### src/rtl/pipe_reg_chain_if.sv
// pipe_reg_chain_if
//   Valid/ready/data handshake bundle used on both sides of pipe_reg_chain.
//   Parameter:
//     WIDTH  payload width in bits
//   Signals:
//     valid  source has a payload on data
//     ready  sink accepts data this cycle
//     data   payload
//   Modports:
//     master  drives valid/data, observes ready (the sending side)
//     slave   observes valid/data, drives ready (the receiving side)
interface pipe_reg_chain_if #(
  parameter int WIDTH = 103
);
  logic             valid;
  logic             ready;
  logic [WIDTH-1:0] data;

  modport master (output valid, output data, input ready);
  modport slave  (input valid, input data, output ready);
endinterface

### src/rtl/pipe_reg_chain.sv
// pipe_reg_chain
//   Multi-stage pipeline register with valid/ready flow control. Carries an
//   opaque WIDTH-bit payload through DEPTH register stages. Ready ripples
//   combinationally from the output side, so empty stages (bubbles) are
//   squeezed out while the output is stalled. flush_i kills every in-flight
//   entry; rst has priority over flush_i, flush_i over normal advance.
//   Parameters:
//     WIDTH       payload width in bits
//     DEPTH       number of register stages (>= 1)
//     RESET_DATA  payload value loaded into every stage on reset
//   Ports:
//     clk      clock, rising edge
//     rst      synchronous reset, active-high
//     flush_i  discard all in-flight entries at the next edge
//     in_i     producer side (slave): valid/data in, ready out (combinational)
//     out_o    consumer side (master): valid/data out (registered), ready in
//     busy_o   OR of all stage valid bits
//     occ_o    count of valid stages (only when PIPE_OCC_EN is defined)
//   Configuration macro:
//     PIPE_OCC_EN  adds the registered occupancy counter and port occ_o
module pipe_reg_chain #(
  parameter int              WIDTH      = 103,
  parameter int              DEPTH      = 2,
  parameter logic [WIDTH-1:0] RESET_DATA = '0
) (
  input  logic              clk,
  input  logic              rst,
  input  logic              flush_i,
  pipe_reg_chain_if.slave   in_i,
  pipe_reg_chain_if.master  out_o,
  output logic              busy_o
`ifdef PIPE_OCC_EN
  ,
  output logic [$clog2(DEPTH+1)-1:0] occ_o
`endif
);

  if (DEPTH < 1) begin : g_bad_depth
    $error("pipe_reg_chain: DEPTH must be at least 1");
  end

  logic [DEPTH-1:0] v_q;
  logic [DEPTH-1:0] v_d;
  logic [WIDTH-1:0] d_q [DEPTH];
  logic [WIDTH-1:0] d_d [DEPTH];
  logic [DEPTH-1:0] go_s;
  logic             in_xfer_s;
  logic             out_xfer_s;

  // Advance terms: a stage may load when anything downstream can make room.
  always_comb begin : p_go
    logic ripple;
    ripple = out_o.ready;
    go_s   = '0;
    for (int k = DEPTH - 1; k >= 0; k--) begin
      ripple  = ripple | ~v_q[k];
      go_s[k] = ripple;
    end
  end

  assign in_i.ready  = go_s[0] & ~flush_i & ~rst;
  assign in_xfer_s   = in_i.valid & in_i.ready;
  assign out_xfer_s  = v_q[DEPTH-1] & out_o.ready;
  assign out_o.valid = v_q[DEPTH-1];
  assign out_o.data  = d_q[DEPTH-1];
  assign busy_o      = |v_q;

  // Next-state for valid bits and payloads; payload only written when a valid entry moves in.
  always_comb begin
    v_d = v_q;
    for (int k = 0; k < DEPTH; k++) begin
      d_d[k] = d_q[k];
    end
    if (flush_i) begin
      // Payloads are left untouched so out_o.data does not toggle.
      v_d = '0;
    end else begin
      if (go_s[0]) begin
        v_d[0] = in_xfer_s;
        if (in_xfer_s) begin
          d_d[0] = in_i.data;
        end else begin
          d_d[0] = d_q[0];
        end
      end else begin
        v_d[0] = v_q[0];
      end
      for (int k = 1; k < DEPTH; k++) begin
        if (go_s[k]) begin
          v_d[k] = v_q[k-1];
          if (v_q[k-1]) begin
            d_d[k] = d_q[k-1];
          end else begin
            d_d[k] = d_q[k];
          end
        end else begin
          v_d[k] = v_q[k];
        end
      end
    end
  end

  // Stage registers.
  always_ff @(posedge clk) begin
    if (rst) begin
      v_q <= '0;
      for (int k = 0; k < DEPTH; k++) begin
        d_q[k] <= RESET_DATA;
      end
    end else begin
      v_q <= v_d;
      for (int k = 0; k < DEPTH; k++) begin
        d_q[k] <= d_d[k];
      end
    end
  end

`ifdef PIPE_OCC_EN
  localparam int OCC_W = $clog2(DEPTH + 1);

  logic [OCC_W-1:0] occ_q;

  // Occupancy counter tracking the popcount of the valid bits.
  always_ff @(posedge clk) begin
    if (rst) begin
      occ_q <= '0;
    end else if (flush_i) begin
      occ_q <= '0;
    end else begin
      occ_q <= occ_q + OCC_W'(in_xfer_s) - OCC_W'(out_xfer_s);
    end
  end

  assign occ_o = occ_q;
`else
  // Output transfer only feeds the occupancy counter.
  logic unused_s;
  assign unused_s = out_xfer_s;
`endif

endmodule

### src/flat_wrapper.sv
// flat-port wrapper written by rule: the top's interface ports become plain ports
module pipe_reg_chain_flat 
#(
  parameter int              WIDTH      = 103,
  parameter int              DEPTH      = 2,
  parameter logic [WIDTH-1:0] RESET_DATA = '0
)
  (clk, rst, flush_i, busy_o, in_i_valid, in_i_data, in_i_ready, out_o_valid, out_o_data, out_o_ready);
  pipe_reg_chain_if #(.WIDTH(WIDTH)) in_i_i ();
  pipe_reg_chain_if #(.WIDTH(WIDTH)) out_o_i ();
  input  logic clk;
  input  logic rst;
  input  logic flush_i;
  output logic busy_o;
  input wire logic [$bits(in_i_i.valid)-1:0] in_i_valid;
  input wire logic [$bits(in_i_i.data)-1:0] in_i_data;
  output wire logic [$bits(in_i_i.ready)-1:0] in_i_ready;
  output wire logic [$bits(out_o_i.valid)-1:0] out_o_valid;
  output wire logic [$bits(out_o_i.data)-1:0] out_o_data;
  input wire logic [$bits(out_o_i.ready)-1:0] out_o_ready;
  assign in_i_i.valid = in_i_valid;
  assign in_i_i.data = in_i_data;
  assign in_i_ready = in_i_i.ready;
  assign out_o_valid = out_o_i.valid;
  assign out_o_data = out_o_i.data;
  assign out_o_i.ready = out_o_ready;
  pipe_reg_chain #(.WIDTH(WIDTH), .DEPTH(DEPTH), .RESET_DATA(RESET_DATA)) u_core (.clk(clk), .rst(rst), .flush_i(flush_i), .in_i(in_i_i), .out_o(out_o_i), .busy_o(busy_o));
endmodule
### config.mk
export PLATFORM = sky130hd
export DESIGN_NAME = pipe_reg_chain_flat
export DESIGN_NICKNAME = d
export VERILOG_FILES = /design/src/rtl/pipe_reg_chain_if.sv /design/src/rtl/pipe_reg_chain.sv /design/src/flat_wrapper.sv
export SDC_FILE = /design/constraint.sdc
export NUM_CORES = 1
export LEC_CHECK = 0
export BUFFER_PORTS_ARGS = -buffer_cell sky130_fd_sc_hd__buf_2
export CAP_MARGIN = 25
export CORE_MARGIN = 1.5
export CORE_UTILIZATION = 25
export DETAILED_ROUTE_END_ITERATION = 6
export PLACE_DENSITY = 0.42
export SLEW_MARGIN = 20
export SYNTH_ARGS = -nofsm -noshare
export SYNTH_HDL_FRONTEND = slang
export SYNTH_SLANG_ARGS = --single-unit
### constraint.sdc
create_clock -name clk -period 2.2 [get_ports clk]
set_clock_uncertainty 0.05 [all_clocks]
set_input_delay 0.44 -clock clk [delete_from_list [all_inputs] [get_ports clk]]
set_output_delay 0.44 -clock clk [all_outputs]
set_load 0.05 [all_outputs]
* Yosys cells after proc, flatten, opt, wreduce, memory -nomap -nowiden
Memories as Yosys holds them, arrays and structs flattened.
Index checks and enable logic that the tools add are counted.
** Cells by class
- Add/sub/neg operators :: 0
- Multipliers :: 0
- Div/mod/pow operators :: 0
- $lt $le $gt $ge :: 0
- Eq/ne operators :: 0
- Shift-type cells :: 0
- Muxes and demuxes :: 10
- Bitwise operators :: 11
- Reductions and logical operators :: 2
** Operators by type and width (number)
- 2-to-1 mux 103 bit :: 6
- 2-to-1 mux 206 bit :: 1
- NOT 1 bit :: 4
- bitwise OR 1 bit :: 4
- OR reduction 2 bit :: 2
- AND 1 bit :: 3
- 2-to-1 mux 1 bit :: 3
** Word-level totals
- Bits in registers :: 2
- Latch bits :: 0
- Bits in writable memories :: 206
- ROM bits :: 0
- Output and inout port bits :: 106
- Memories :: 1
** Memory list
- u_core.d_q :: depth 2, width 103, read ports 2, clocked after Yosys merged registers in 0, wr ports 2, line pipe_reg_chain.sv:44 : logic [WIDTH-1:0] d_q [DEPTH];

* Logic depth before layout (Yosys ltp)
Gate-level depths: netlist (run 1).
- Word-level depth :: 10
- Depth in mapped cells :: 6
- Mapped depth without buffers :: 3

* Worst setup path before layout (run 1)
No wires, ideal clock.
- Kind :: reg2out
- From :: reg u_core.v_q[1]
- To :: out in_i_ready
- Data arrival time :: 2.245 ns
- Data required time :: 1.710 ns
- Slack :: -0.535 ns
- Stages on the path, launching flop included :: 5
- Path buffers :: 2
- Path through :: dfxtp_1 > and2b_1 > buf_2 > clkbuf_1 > a21boi_0
** Between the ends
- Cells in the longest elaborated chain, start to end :: 5
** RTL lines
- start, declared :: line pipe_reg_chain.sv:42 : logic [DEPTH-1:0] v_q;
- start signal, assigned :: line pipe_reg_chain.sv:111 : v_q <= v_d;
- NOT 1 bit :: line pipe_reg_chain.sv:56 : ripple = ripple | ~v_q[k];
- bitwise OR 1 bit (2 in series) :: line pipe_reg_chain.sv:56
- AND 1 bit (2 in series) :: line pipe_reg_chain.sv:61 : assign in_i.ready = go_s[0] & ~flush_i & ~rst;
- end, declared :: line flat_wrapper.sv:17 : output wire logic [$bits(in_i_i.ready)-1:0] in_i_ready;
Every way passes these cells.

* Final worst setup path (run 1)
Ends and elaborated chain as after synthesis.

==> results of run 1 <==
[routing by layer]
layer / GRT usage, % / up-vias / routed length, um
met5: 0 / - / 42
met4: 2.998 / 6 / 370
met3: 4.030 / 36 / 1826
met2: 19.65 / 163 / 10260
met1: 17.63 / 3059 / 11570
li1: - / 3185 / -
[through the flow]
stage / utilization [%] / cells
final: 30.06 / 1469
after global routing: 30.05 / 1467
after CTS: 30.05 / 1467
after detailed placement: 27.72 / 1423
after global placement: 27.72 / 1423
after floorplan: - / 917
[path summary, 6_finish.rpt]
check	start	to	slack, ns	depth (start not counted)
hold reg to reg	u_core.d_q[0][65]	u_core.d_q[0][168]	0.41	2
hold / removal	in_i_data[73]	u_core.d_q[0][73]	0.07	2
setup / recovery	u_core.v_q[1]	in_i_ready	0.25	3
setup reg to reg	u_core.v_q[1]	u_core.d_q[0][58]	0.48	4
[flip-flops by register name (all words and copies together), names as in the netlist]
register and flops:
u_core.v_q 2, u_core.d_q 206
[synth_stat cells]
library cell  instances  area share (%)
nand2b_1              2            0.14
buf_6                 8             1.0
a21boi_0              2            0.17
buf_4               108             9.2
buf_1                 6            0.26
o211ai_4              1            0.24
or2_2                 1           0.071
inv_1                 1           0.043
mux2_2               33             4.2
nand3_1             103             5.9
nor2_4                1            0.13
and2b_1               3            0.26
a21oi_1             104             5.9
mux2_1               68             8.7
nor2b_1             102             7.3
clkbuf_1             40             1.7
dfxtp_1             208              47
nor3_1                1           0.057
buf_2                20             1.1
mux2_4                2            0.34
o21ai_0             103             5.9
[kinds of logic (layout without fill, tap and decap cells)]
kind of cell,after synthesis,count (layout),share of synthesized area [%]
and+or+nand+nor,213,213,13.78
buffers and inverters,183,278,13.39
muxes,103,103,13.28
other,0,2,0
DFF,208,208,47.36
AOI/OAI and AO/OA,210,210,12.20
[area by class of cell]
cell class | instances | share of cell area [%]
clock buffer | 38 | 7.194
timing repair buffer | 233 | 13.10
sequential | 208 | 40.10
clock inverter | 6 | 0.5302
inverter | 1 | 0.03615
multi-input combinational | 526 | 33.51
antenna | 2 | 0.04820
tap | 455 | 5.483
[power by group]
group          internal (mW)  switching, mW  total, mW
sequential              3.89         0.0501       3.94
combinational          0.249          0.296      0.544
clock                   2.44           1.62       4.07
==> impl_metrics.tcl, run 1 <==
set metrics [dict create \
    gp_congestion 0.6740 \
    report.final.slew_viol_count 0 \
    viasPerCell 4.390 \
    fin_crit_ns 1.950 \
    ant_nets 0 \
    drt_iter0_markers 239 \
    cts_inserted_buffers 26 \
    core_area_um2 34540 \
    grt_pass1_wl_um 37200 \
    htreeDepth 1 \
    status "finished, final reports clean" \
    crit_arrival_ns 1.46 \
    post-cts-setup-buffers 0 \
    fmax_ghz 0.5127 \
    finalCritPeriodShare_pct 88.65 \
    critPathKind "reg2out" \
    yosysWarnings 0 \
    initial_core_util_pct 25.45 \
    rsz0062_at_grt "no" \
    wl_per_cell_um 16.38 \
    cts_tree "yes" \
    drt_wl_total_um 24070 \
    max_slew_margin_pct 61.67 \
    clk_pin_slew_ns 0.06 \
    power_density_nw_per_um2 823.4 \
    area_growth_pct 18.10 \
    cpPeakStageDelay_ns 0.36 \
    syn_nets 1025 \
    num_io_pins 214 \
    hold_viol_final 0 \
    finalInstanceArea_um2 10380 \
    drc 0 \
    cts_resized 0 \
    nNetsFinal 1104 \
    cts_sinks 208 \
    multi_input_area_um2 3480 \
    antenna_found_initial 4 \
    finalSetupTns_ns 0 \
    cts_buffer_depth 3 \
    layout-drive-gt1-share_pct 30.83 \
    ys_ff_latch 208 \
    synth_cell_types 21 \
    grt_usage_pct 12.88 \
    ir_drop_mv 0.4669 \
    cp_top_family "flip-flops" \
    startpoint_type "flip-flop" \
    cts_hold_buf 0 \
    cp_cell_sequence "and2b_4, a21boi_2, buf_2" \
    crit_fanout 4 \
    crit_path_end_kind "output pin" \
    maxCapViolCount 0 \
    layout_commonest_cell "buf_2" \
    place_area_um2 9577 \
    clk_latency_ns 0.52 \
    die_h_um 190.5 \
    rows 68 \
    synth_area_um2 8792 \
    setup_slack_ns 0.2496 \
    required_ns 1.71 \
    yosysSeqAreaShare_pct 47.36 \
    vias 6449 \
    fp.dieArea_um2 36300 \
    finalPower_mw 8.550 \
    grt_pass1_vias 6445 \
    syn_area_per_cell_um2 9.588 \
    grt_max_degree 105 \
    die_x_um 190.5 \
    cp_num_buf_inv 1 \
    mostFrequentLayoutCells "buf_2 (212), dfxtp_1 (208), a21oi_1 (104), nand3_1 (103), o21ai_0 (103)" \
    ff_latch_area_um2 4164 \
    hpwl_um 14320 \
    root_buffer "clkbuf_16" \
    grt_overflow 0 \
    finalSetupViolations 0 \
    cp_slowest_cell "dfxtp_1" \
    fillers 3748 \
    synth_cells 917 \
    worstMarginPinSlew_ns 0.5749 \
    hold_class "in2reg" \
    leakagePower_nw 4.378 \
    worst_hold_slack_ns 0.07268 \
    numPortBuffers 213 \
    dr.pass1.iters 6 \
    post-place-ws_ns 0.2784 \
]
Power figures use the tool's default switching activity.
==> run 2, diff against run 1 <==
--- a/config.mk
+++ b/config.mk
@@ -10,7 +10,7 @@
 export CORE_MARGIN = 1.5
 export CORE_UTILIZATION = 25
 export DETAILED_ROUTE_END_ITERATION = 6
-export PLACE_DENSITY = 0.42
+export PLACE_DENSITY = 0.5
 export SLEW_MARGIN = 20
 export SYNTH_ARGS = -nofsm -noshare
 export SYNTH_HDL_FRONTEND = slang
==> impl_metrics.tcl, run 2 (same netlist as run 1, synthesis figures left out) <==
set metrics [dict create \
    finalSetupTns_ns 0 \
    status "finished, final reports clean" \
    cts_tree "yes" \
    rsz0062_at_grt "no" \
    maxCapViolCount 0 \
    setup_slack_ns 0.2677 \
    grt_pass1_wl_um 36900 \
    clk_pin_slew_ns 0.06 \
    fp.dieArea_um2 36300 \
    leakagePower_nw 4.394 \
    num_io_pins 214 \
    post-place-ws_ns 0.3355 \
    grt_usage_pct 12.78 \
    instances_no_fill 1468 \
    report.final.slew_viol_count 0 \
    hold_end "u_core.d_q[0][19]" \
    whs_path_depth 2 \
    finalCritPeriodShare_pct 87.83 \
    worstMarginPinSlew_ns 0.5641 \
    cts_sinks 208 \
    cts_resized 0 \
    worstHoldStart "in_i_data[19]" \
    regToRegEndpoint "u_core.d_q[0][63]" \
    numPortBuffers 213 \
    hold_viol_final 0 \
    hpwl_um 14200 \
    drt_iter0_markers 250 \
    r2r_cells 4 \
    startpoint_type "flip-flop" \
    cts_inserted_buffers 25 \
    drt_wl_total_um 23360 \
    initial_core_util_pct 25.45 \
    grt_pass1_vias 6531 \
    timing.rr.start "u_core.v_q[0]" \
    fin_crit_ns 1.932 \
    mostFrequentLayoutCells "buf_2 (212), dfxtp_1 (208), a21oi_1 (104), nand3_1 (103), o21ai_0 (103)" \
    reg_top3 "u_core.d_q: 206 flops, u_core.v_q: 2 flops" \
    largest_reg_flops 206 \
    dr.pass1.iters 5 \
    vias 6480 \
    wl_per_cell_um 15.92 \
    crit_arrival_ns 1.44 \
    reg2reg_slack_ns 0.39 \
    finalInstanceArea_um2 10440 \
    hold_class "in2reg" \
    ant_nets 0 \
    fmax_ghz 0.5175 \
    final_util_pct 30.22 \
    gp_congestion 0.7124 \
    crit_path_end_kind "output pin" \
    cts_hold_buf 0 \
    nNetsFinal 1100 \
    largest-register "u_core.d_q" \
    cts_buffer_depth 3 \
    drc 0 \
    die_h_um 190.5 \
    htreeDepth 1 \
    core_area_um2 34540 \
    layout_commonest_cell "buf_2" \
    required_ns 1.71 \
    antenna_found_initial 7 \
    finalSetupViolations 0 \
    root_buffer "clkbuf_16" \
    viasPerCell 4.414 \
    clk_latency_ns 0.52 \
    die_x_um 190.5 \
    rows 68 \
    grt_max_degree 105 \
    area_growth_pct 18.71 \
    crit_fanout 4 \
    place_area_um2 9554 \
    place_inst 1420 \
    power_density_nw_per_um2 842.5 \
    post-cts-setup-buffers 0 \
    critPathKind "reg2out" \
    fillers 3686 \
    layout-drive-gt1-share_pct 31.22 \
    grt_overflow 0 \
    max_slew_margin_pct 62.40 \
    ir_drop_mv 0.4396 \
]
[run 2: routing by layer]
layer	wire length [um]	global-route usage, %	vias to the layer above
met4	545	3.392	4
met5	23	0	-
met2	9812	19.54	173
met3	2130	4.656	44
li1	-	-	3190
met1	10850	16.88	3069
[run 2: area by class of cell]
cell class,instances,area (um^2),share of cell area (%)
Sequential cell,208,4164,39.89
Antenna cell,4,10.01,0.09590
Clock buffer,35,743.2,7.121
Multi-Input combinational cell,526,3480,33.34
Inverter,1,3.754,0.03596
Timing Repair Buffer,230,1338,12.81
Clock inverter,9,130.1,1.247
Tap cell,455,569.3,5.454
[run 2: how the worst max path moves through the flow]
stage | startpoint | end | slack, ns | cells past startpoint
floorplan | u_core.v_q[1] | in_i_ready | 0.12 | 4
global placement | out_o_ready | u_core.d_q[0][82] | 0.36 | 5
detailed placement | out_o_ready | u_core.d_q[0][59] | 0.34 | 5
CTS | u_core.v_q[1] | in_i_ready | 0.23 | 3
global route | u_core.v_q[1] | in_i_ready | 0.19 | 3
finish | u_core.v_q[1] | in_i_ready | 0.27 | 3
[run 2: stage by stage]
stage / power [mW] / hold WS [ns]
after floorplan: 4.376 / 0.3892
after global placement: 4.552 / 0.3931
after detailed placement: 4.563 / 0.4003
after CTS: 8.989 / 0.03995
after global routing: 9.177 / 0.04996
final: 8.794 / 0.07201
[run 2: worst max-delay path, cell delays in order (launching register included)]
cell      delay (ns)
dfxtp_1         0.34
and2b_4         0.20
a21boi_2        0.12
buf_2           0.26
[run 2: power breakdown]
group | switching, mW | total, mW | internal (mW) | leakage (nW)
logic | 0.287 | 0.531 | 0.243 | 2.27
registers | 0.0523 | 3.94 | 3.89 | 1.69
clock network | 1.63 | 4.32 | 2.69 | 0.430
total | 1.97 | 8.79 | 6.83 | 4.39
